### config.mk
export PLATFORM = sky130hd
export DESIGN_NAME = regfile_scan_reader
export DESIGN_NICKNAME = d
export VERILOG_FILES = /design/src/rtl/regfile_pkg.sv /design/src/rtl/regfile_scan_reader.sv
export SDC_FILE = /design/constraint.sdc
export NUM_CORES = 1
export LEC_CHECK = 0
export CORE_AREA = 2 2 72 61
export CTS_BUF_LIST = sky130_fd_sc_hd__clkbuf_8
export DETAILED_ROUTE_END_ITERATION = 7
export DIE_AREA = 0 0 74 63
export SLEW_MARGIN = 20
export SYNTH_ARGS = -nofsm -noshare
export SYNTH_HDL_FRONTEND = slang
export SYNTH_SLANG_ARGS = --single-unit
### constraint.sdc
create_clock -name clk -period 1.6 [get_ports clk]
set_input_delay 0.24 -clock clk [delete_from_list [all_inputs] [get_ports clk]]
set_output_delay 0.24 -clock clk [all_outputs]
set_load 0.05 [all_outputs]
### src/rtl/regfile_pkg.sv
// Shared register-file geometry and scan-reader state encoding.
package regfile_pkg;

  localparam int unsigned REGFILE_AW = 3;
  localparam int unsigned REGFILE_DW = 8;

  typedef enum logic [1:0] {
    S_IDLE = 2'd0,
    S_READ = 2'd1,
    S_OUT  = 2'd2,
    S_DONE = 2'd3
  } scan_state_e;

endpackage

### src/rtl/regfile_scan_reader.sv
// Walks a wrapping address window of the register file and streams each word over valid/ready.
// Optional running XOR checksum is enabled by defining REGFILE_SCAN_CHKSUM_EN.
module regfile_scan_reader
  import regfile_pkg::*;
#(
  parameter int unsigned AW = REGFILE_AW,
  parameter int unsigned DW = REGFILE_DW
) (
  input  logic          clk,
  input  logic          rst,
  input  logic          start,
  input  logic [AW-1:0] base,
  input  logic [AW-1:0] count,
  input  logic          abort,
  output logic [AW-1:0] rsel,
  input  logic [DW-1:0] q,
  output logic [DW-1:0] out_data,
  output logic [AW-1:0] out_addr,
  output logic          out_valid,
  input  logic          out_ready,
  output logic          busy,
  output logic          done,
  output logic [DW-1:0] chksum
);

  scan_state_e state_q;
  // One extra bit so a full-depth scan (count=0) fits.
  logic [AW:0] remaining_q;
  logic        accept;
  logic        scan_start;

  assign scan_start = (state_q == S_IDLE) && start;
  // abort wins over a same-cycle handshake.
  assign accept     = (state_q == S_OUT) && out_ready && !abort;

  always_ff @(posedge clk) begin
    if (rst) begin
      state_q     <= S_IDLE;
      remaining_q <= '0;
      rsel        <= '0;
      out_data    <= '0;
      out_addr    <= '0;
      out_valid   <= 1'b0;
      busy        <= 1'b0;
      done        <= 1'b0;
    end else if (abort && (state_q != S_IDLE)) begin
      state_q   <= S_IDLE;
      out_valid <= 1'b0;
      busy      <= 1'b0;
      done      <= 1'b0;
    end else begin
      unique case (state_q)
        S_IDLE: begin
          done <= 1'b0;
          if (start) begin
            rsel        <= base;
            remaining_q <= (count == '0) ? {1'b1, {AW{1'b0}}} : {1'b0, count};
            busy        <= 1'b1;
            state_q     <= S_READ;
          end
        end
        S_READ: begin
          out_data  <= q;
          out_addr  <= rsel;
          out_valid <= 1'b1;
          state_q   <= S_OUT;
        end
        S_OUT: begin
          if (out_ready) begin
            out_valid   <= 1'b0;
            remaining_q <= remaining_q - (AW + 1)'(1);
            if (remaining_q == (AW + 1)'(1)) begin
              done    <= 1'b1;
              state_q <= S_DONE;
            end else begin
              rsel    <= rsel + AW'(1);
              state_q <= S_READ;
            end
          end
        end
        S_DONE: begin
          done    <= 1'b0;
          busy    <= 1'b0;
          state_q <= S_IDLE;
        end
        default: state_q <= S_IDLE;
      endcase
    end
  end

`ifdef REGFILE_SCAN_CHKSUM_EN
  always_ff @(posedge clk) begin
    if (rst || scan_start) begin
      chksum <= '0;
    end else if (accept) begin
      chksum <= chksum ^ out_data;
    end
  end
`else
  assign chksum = '0;
  logic unused_chk;
  assign unused_chk = ^{scan_start, accept};
`endif

endmodule
== After elaboration in Yosys (flattened, before gate mapping) ==
Index checks and enable logic that the tools add are counted.

* Bitwise logic cells: 1
* Reductions and logical operators: 17
* Multiplexer cells: 19
* Add/subtract/negate cells: 2
* Equality and inequality tests: 8

{| class="wikitable"
|+ Operators by type and width
! operator !! count
|-
| $mux 4 || 3
|-
| $reduce_bool 2->1 || 5
|-
| $mux 3 || 3
|-
| $pmux 2 s4 || 1
|-
| $pmux 4 s2 || 1
|-
| $reduce_and 2->1 || 4
|-
| $mux 2 || 3
|-
| $ne 2x2->1 const B || 3
|-
| $pmux 1 s2 || 3
|-
| $pmux 3 s2 || 1
|-
| $reduce_and 5->1 || 1
|-
| $eq 2x2->1 const B || 2
|-
| $eq 4x1->1 const B || 1
|-
| $mux 1 || 4
|-
| $reduce_and 4->1 || 1
|-
| $reduce_or 2->1 || 2
|-
| $sub 4x1->4 const B || 1
|-
| $add 3x1->3 const B || 1
|-
| $logic_not 3->1 || 1
|-
| $reduce_and 3->1 || 1
|-
| $eq 2x1->1 const B || 1
|-
| $logic_not 2->1 || 1
|-
| $ne 2x1->1 const B || 1
|-
| $logic_and 1x1->1 || 1
|-
| $not 1->1 || 1
|}

* Flip-flop bits (word level): 23
* Output and inout bits: 25

== Depth between registers and ports, before layout ==
Gate-level depths: netlist (run 1).

* Depth in word-level cells: 4
* Gate-level depth with buffers: 7
* Depth with buffers taken out: 6

== Worst setup path before layout (run 1) ==
No wires, ideal clock.

* Kind: register -> register
* Start: register state_q[0]
* End: register rsel[0]
* Period minus slack after synthesis: 1605 ps
* Arrival: 1534 ps
* Setup slack: -5 ps
* Stages on the path, launching flop included: 7
* Path buffers: 0
* Cells stage by stage: dfxtp_1 -> inv_1 -> ha_1 -> nor3b_4 -> o211ai_4 -> or3_1 -> a21oi_1

* Longest elaborated chain between the ends: 4
* Elaborated cells between the ends (all ways): 11
* Those cells by class: 4 x eq/ne; 1 x mux; 1 x bitwise; 5 x reduce/logical

{| class="wikitable"
|+ RTL lines
! what !! line !! RTL
|-
| start, declared || regfile_scan_reader.sv:26 || <nowiki>scan_state_e state_q;</nowiki>
|-
| start signal, assigned || regfile_scan_reader.sv:38 || <nowiki>state_q <= S_IDLE;</nowiki>
|-
| start signal, assigned || regfile_scan_reader.sv:47 || <nowiki>state_q <= S_IDLE;</nowiki>
|-
| start signal, assigned || regfile_scan_reader.sv:59 || <nowiki>state_q <= S_READ;</nowiki>
|-
| branches (longest 4 deep; another with $reduce_and 5->1) || - ||
|-
| end signal, assigned || regfile_scan_reader.sv:56 || <nowiki>rsel <= base;</nowiki>
|-
| end signal, assigned || regfile_scan_reader.sv:76 || <nowiki>rsel <= rsel + AW'(1);</nowiki>
|-
| end, declared || regfile_scan_reader.sv:15 || <nowiki>output logic [AW-1:0] rsel,</nowiki>
|}

Parallel ways; which one is timed is not known.
A chain may end at the register's enable or synchronous reset.

== Final worst setup path (run 1) ==
* Start: register state_q[0]
* End: register rsel[1]

The elaborated chain is that of the path after synthesis.

==> impl_metrics.tcl, run 1 <==
set metrics [dict create \
    status "finished, final reports clean" \
    power.density_nw_per_um2 1580 \
    layout_setup_ws_ns 0.0357 \
    clk_root_buffer_cell "clkbuf_8" \
    fin_skew_ns 0.00355 \
    vias 1156 \
    rsz0062_at_grt "true" \
    critPathTopFamily "buffers and inverters" \
    crit_path_frequent_cell "buf_4" \
    drive_gt1_frac 0.307 \
    period_share 0.978 \
    drt_wl_total_mm 3.02 \
    grt_overflow 0 \
    num_antenna_cells 0 \
    finalCriticalPeriod_ns 1.56 \
    criticalPathCategory "reg2reg" \
    cts_buffers 3 \
    holdCritPathClass "reg2reg" \
    final-setup-viol-count 0 \
    clock_path_buffers 2 \
    grt_pass1_vias 1171 \
    whs_ns 0.460 \
    areaGrowthSynthToFinish_pct 48.3 \
    grt_util_all_layers 0.137 \
    drt-wirelength-per-cell_um 11.8 \
    fmax_mhz 639 \
    cts_tree "done" \
    reg2reg_depth 8 \
    min_to "out_addr[0]" \
    pre_cts_slack_ns -0.111 \
    startpoint_type "flip-flop" \
    clk_pin_slew_ns 0.08 \
    nNetsFinal 227 \
    worstPathCellList "inv_4, ha_4, or2b_4, buf_4, o211ai_4, buf_4, mux2i_1, nor2_1" \
    cap_violations 0 \
    gp_congestion 0.764 \
    die_w_um 74 \
    grt_max_degree 14 \
    postRouteAntennaNets 0 \
    rows 21 \
    detailedPlacementHpwl_mm 2.33 \
    timing.rr.end "rsel[1]" \
    required_ns 1.76 \
    hold_viol_final 0 \
    worstReg2RegStart "state_q[0]" \
    via_per_inst 4.52 \
    ys_ff_latch 23 \
    max_stage_delay_ns 0.34 \
    drc 0 \
    core-area_um2 3970 \
    ys.flop_type "dfxtp_1" \
    start_util 0.315 \
    cp_max_fo 5 \
    ys_seq_area_frac 0.368 \
    worstHoldPathCells 2 \
    synth_cell_types 36 \
    hold_path.startpoint "out_addr[0]" \
    die-area_um2 4660 \
    syn_avg_cell_area_um2 8.39 \
    async_reset_ff_frac 0 \
    leakage_nw 0.745 \
    drt-pass1-iter-count 4 \
    dieHeight_um 63 \
    cpMaxStageDelayCell "dfxtp_2" \
    netlist_area_um2 1250 \
    crit_cells 8 \
    grt_antenna_before_repair 0 \
    ir_drop_mv 0.492 \
    slew_viol_final 0 \
    clock_latency_ns 0.26 \
    yosys_warnings 0 \
    path_buf_inv 3 \
    portBuffers 35 \
    synth_cells 149 \
    grt_pass1_wl_mm 5.13 \
    arrival_ns 1.73 \
    ios 44 \
    htreeDepth 1 \
    fin_util 0.467 \
    final_cell_mix "buf_4, dfxtp_1, clkdlybuf4s50_1, a21oi_1, nand2_1" \
    endpoint_kind "flip-flop" \
    cts_sinks 23 \
    synth_edf_count 0 \
    r2r_slack_ns 0.04 \
    fin_tns_setup_ns 0 \
    total_power_w 0.00293 \
    drtIter0Drc 31 \
    layout_commonest_cell "buf_4" \
]
synthesized netlist by cell type, types with 2 or more instances:
| cell type | number | area [um2] |
|---|---|---|
| a211oi_1 | 2 | 15.0 |
| a21oi_1 | 20 | 100 |
| buf_4 | 8 | 60.1 |
| clkbuf_1 | 5 | 18.8 |
| dfxtp_1 | 23 | 460 |
| ha_1 | 8 | 100 |
| inv_1 | 9 | 33.8 |
| mux2_2 | 2 | 22.5 |
| mux2i_1 | 3 | 30.0 |
| nand2_1 | 14 | 52.6 |
| nand2b_1 | 5 | 31.3 |
| nand3_1 | 11 | 55.1 |
| nor2_1 | 8 | 30.0 |
| nor2b_1 | 2 | 12.5 |
| nor3_1 | 2 | 10.0 |
| nor4_1 | 2 | 12.5 |
| o21ai_0 | 6 | 30.0 |
routing by layer:
| layer | part of all wire | global-route usage | vias up | routed length, um |
|---|---|---|---|---|
| met4 | 0.0096 | 0.0545 | 0 | 29 |
| li1 | - | - | 597 | - |
| met5 | 0 | 0 | - | 0 |
| met1 | 0.46 | 0.177 | 539 | 1380 |
| met3 | 0.033 | 0.0177 | 2 | 100 |
| met2 | 0.50 | 0.228 | 18 | 1510 |
repair_timing:
| action | in CTS | in global routing |
|---|---|---|
| gates resized for setup | 6 | 20 |
| pin swaps | 1 | 6 |
| buffers inserted | 1 | 2 |
| endpoints found under the setup margin | 10 | 10 |
| hold buffers | 0 | 0 |
worst max path at each step:
| stage | end | from |
|---|---|---|
| after global routing | rsel[0] | state_q[1] |
| after detailed placement | rsel[0] | abort |
| final | rsel[1] | state_q[0] |
| after CTS | rsel[0] | state_q[0] |
| after global placement | rsel[0] | abort |
| after floorplan | rsel[0] | state_q[0] |
cell families (layout without fill, tap and decap cells):
family,count (synthesis),after routing,share of synthesized area
buffers and inverters,24,67,0.102
other,1,8,0.00300
and+or+nand+nor,51,51,0.219
adders and majority gates,8,8,0.0801
AOI/OAI and AO/OA,37,37,0.185
muxes,5,5,0.0420
DFF,23,23,0.368
where the power goes:
part           internal (W)  switching, W  total (W)  leakage, nW
logic              0.000723       0.00101    0.00173        0.530
clock network      0.000174      0.000188   0.000361       0.0255
registers          0.000722      0.000114   0.000837        0.189
worst reg2reg max path, stage by stage, from the launching register on:
cell	delay (ns)
dfxtp_2	0.34
inv_4	0.08
ha_4	0.17
or2b_4	0.29
buf_4	0.14
o211ai_4	0.08
buf_4	0.15
mux2i_1	0.17
nor2_1	0.05
registers in the layout, summed over array words and instances, names as in the netlist:
name	cells
busy	1
done	1
out_addr	3
out_data	8
out_valid	1
remaining_q	4
rsel	3
state_q	2
final cells by class:
type                            count  area (um2)
Timing Repair Buffer               54         454
Clock buffer                        3        41.3
Fill cell                         386        2110
Inverter                            9        36.3
Clock inverter                      1        5.00
Tap cell                           57        71.3
Sequential cell                    23         465
Multi-Input combinational cell    109         781
stage by stage:
stage          cells  instance area, um2
3_5_place_dp     249                1680
2_1_floorplan    156                1280
3_3_place_gp     249                1680
6_report         256                1850
4_1_cts          254                1750
5_1_grt          256                1850
Note: power is estimated with default switching activity, not from simulation.
==> inputs of run 2 (changes only) <==
Settings changed: CAP_MARGIN set to 20, GPL_ROUTABILITY_DRIVEN set to 0.
==> results of run 2 <==
Final layout, timing and power as in run 1 (identical DEF).
==> patch: new RTL, flow settings as in run 2 <==
The package constant `REGFILE_DW` goes from 8 to 10.
--- a/src/rtl/regfile_pkg.sv
+++ b/src/rtl/regfile_pkg.sv
@@ -3,5 +3,5 @@
 
   localparam int unsigned REGFILE_AW = 3;
-  localparam int unsigned REGFILE_DW = 8;
+  localparam int unsigned REGFILE_DW = 10;
 
   typedef enum logic [1:0] {
Interface: changed (resized chksum, out_data and q); port bits go from 44 to 50. No check against the original RTL was run, so the function may have changed too.
==> patch against run 2 <==
Clock power rose by 6.1%. Sequential power increased by 1%. Total power down 11%. Fmax fell by 0.34%. Routed wire length is 7.5% higher. Design area up 3.1%. Die area unchanged. Synthesized area rose by 4.8%. Worst setup slack got worse by 0.0054 ns. Combinational power decreased by 20%. Count of clock-buffer cells in the layout is the same. Clock skew down 0.0027 ns. Core utilization grew 1.5 points. Sequential cell count rose by 2. Critical path type unchanged. Critical endpoint is now rsel[0]. Largest power group unchanged.
==> patch: results (changes against run 2) <==
Clock transition at path regs=0.09 ns; vias in the first global route=1136 (was 1171); DR WL/cell=12.22 µm (was 11.81 µm); critical path's largest stage delay=0.42 ns (was 0.34 ns); initial antenna violation count=0 (unchanged); Clock Tree Buf Depth=2 (unchanged); Final Skew=0.0008181 ns (was 0.003550 ns); synthesized instance count=159 (was 149); Nets=239 (was 227); status=complete, no violations (unchanged); number of port buffers=39 (was 35); DRT Wirelength=3.250 mm (was 3.023 mm); largest net degree at the start of global routing=20 (was 14); number of distinct library cells after synthesis=33 (was 36); Crit Path Max Fanout=7 (was 5); HP Class=reg2reg (unchanged); global-route wire length before repair=5.244 mm (was 5.133 mm); Post-DP HPWL=2.406 mm (was 2.326 mm); Worst IR Drop VDD=545.7 µV (was 491.6 µV); share of cells above drive strength 1=28.23% (was 30.65%); Cell Count Post-Placement=261 (was 249); Lkg Pwr=0.0007720 µW (was 0.0007448 µW); DR vias/cell=4.688 (was 4.516); pre-CTS WS=-0.09889 ns (was -0.1111 ns); placed inst area=1795 µm² (was 1682 µm²); sequential area share after synthesis=38.20% (was 36.84%); Initial DRC Count=51 (was 31); Total GRT Usage=13.95% (was 13.74%); top area cells in the synthesized netlist=dfxtp_1, a21oi_1, ha_1, buf_4, nand2_1 (was dfxtp_1, a21oi_1, ha_1, buf_4, nand3_1); Largest regs=out_data: 10 flops, remaining_q: 4 flops (was out_data: 8 flops, remaining_q: 4 flops); Max stage delay cell, worst path=or4_4 (was dfxtp_2); Commonest cells post-synth=dfxtp_1, a21oi_1, nand2_1 (unchanged)
==> patch: where the power goes <==
group | switching (µW) | internal (µW) | leakage (µW)
Clock | 210 | 172 | 0.0000269
Combinational | 837 | 546 | 0.000539
Sequential | 95.2 | 750 | 0.000206
==> patch: routing by layer <==
metal / vias to the layer above / track usage, % / share of wire (%)
met5: - / 0 / 0
met4: 0 / 2.727 / 0.89
met3: 4 / 4.032 / 4.7
met2: 31 / 21.99 / 47
met1: 587 / 18.88 / 48
li1: 625 / - / -
==> patch: worst paths after layout <==
check,slack [ns],depth (start not counted),end,from
max,0.03,6,rsel[0],state_q[1]
min,0.46,2,out_data[1],out_data[1]
max reg2reg,0.03,6,rsel[0],state_q[1]
min reg2reg,0.46,2,out_data[1],out_data[1]
==> patch: worst max-delay path: cells and delay by family, from the launching register on <==
kind                     cells  cell delay (ns)
adder cells (fa/ha/maj)      1             0.16
buffers and inverters        1             0.14
AND/OR/NAND/NOR              2             0.65
flip-flops                   1             0.37
AO/OA/AOI/OAI                2             0.20
==> patch: cells by family (layout without fill, tap and decap cells) <==
logic type	count (synthesis)	in the layout	synth area share, %
compound gates	39	39	17.10
fa+ha+maj	8	8	7.641
buf+inv	25	66	10.60
flops	25	25	38.20
mux	4	4	3.152
other cells	1	10	0.2863
simple gates	57	57	23.02
==> patch: what timing repair did <==
item	4_1_cts	5_1_grt
pin swaps	2	7
gates cloned	0	0
setup endpoints to repair	3	7
gates resized for setup	5	12
setup buffers	0	2
==> patch: cell type report <==
cell class / instances / area, µm²
fillers: 368 / 2056
multi-input cells: 118 / 783.3
flip-flops and latches: 25 / 508.0
repair buffers: 55 / 475.5
well taps: 57 / 71.32
clock buffers: 3 / 41.29
inverters: 7 / 28.78
clock inverters: 1 / 3.754
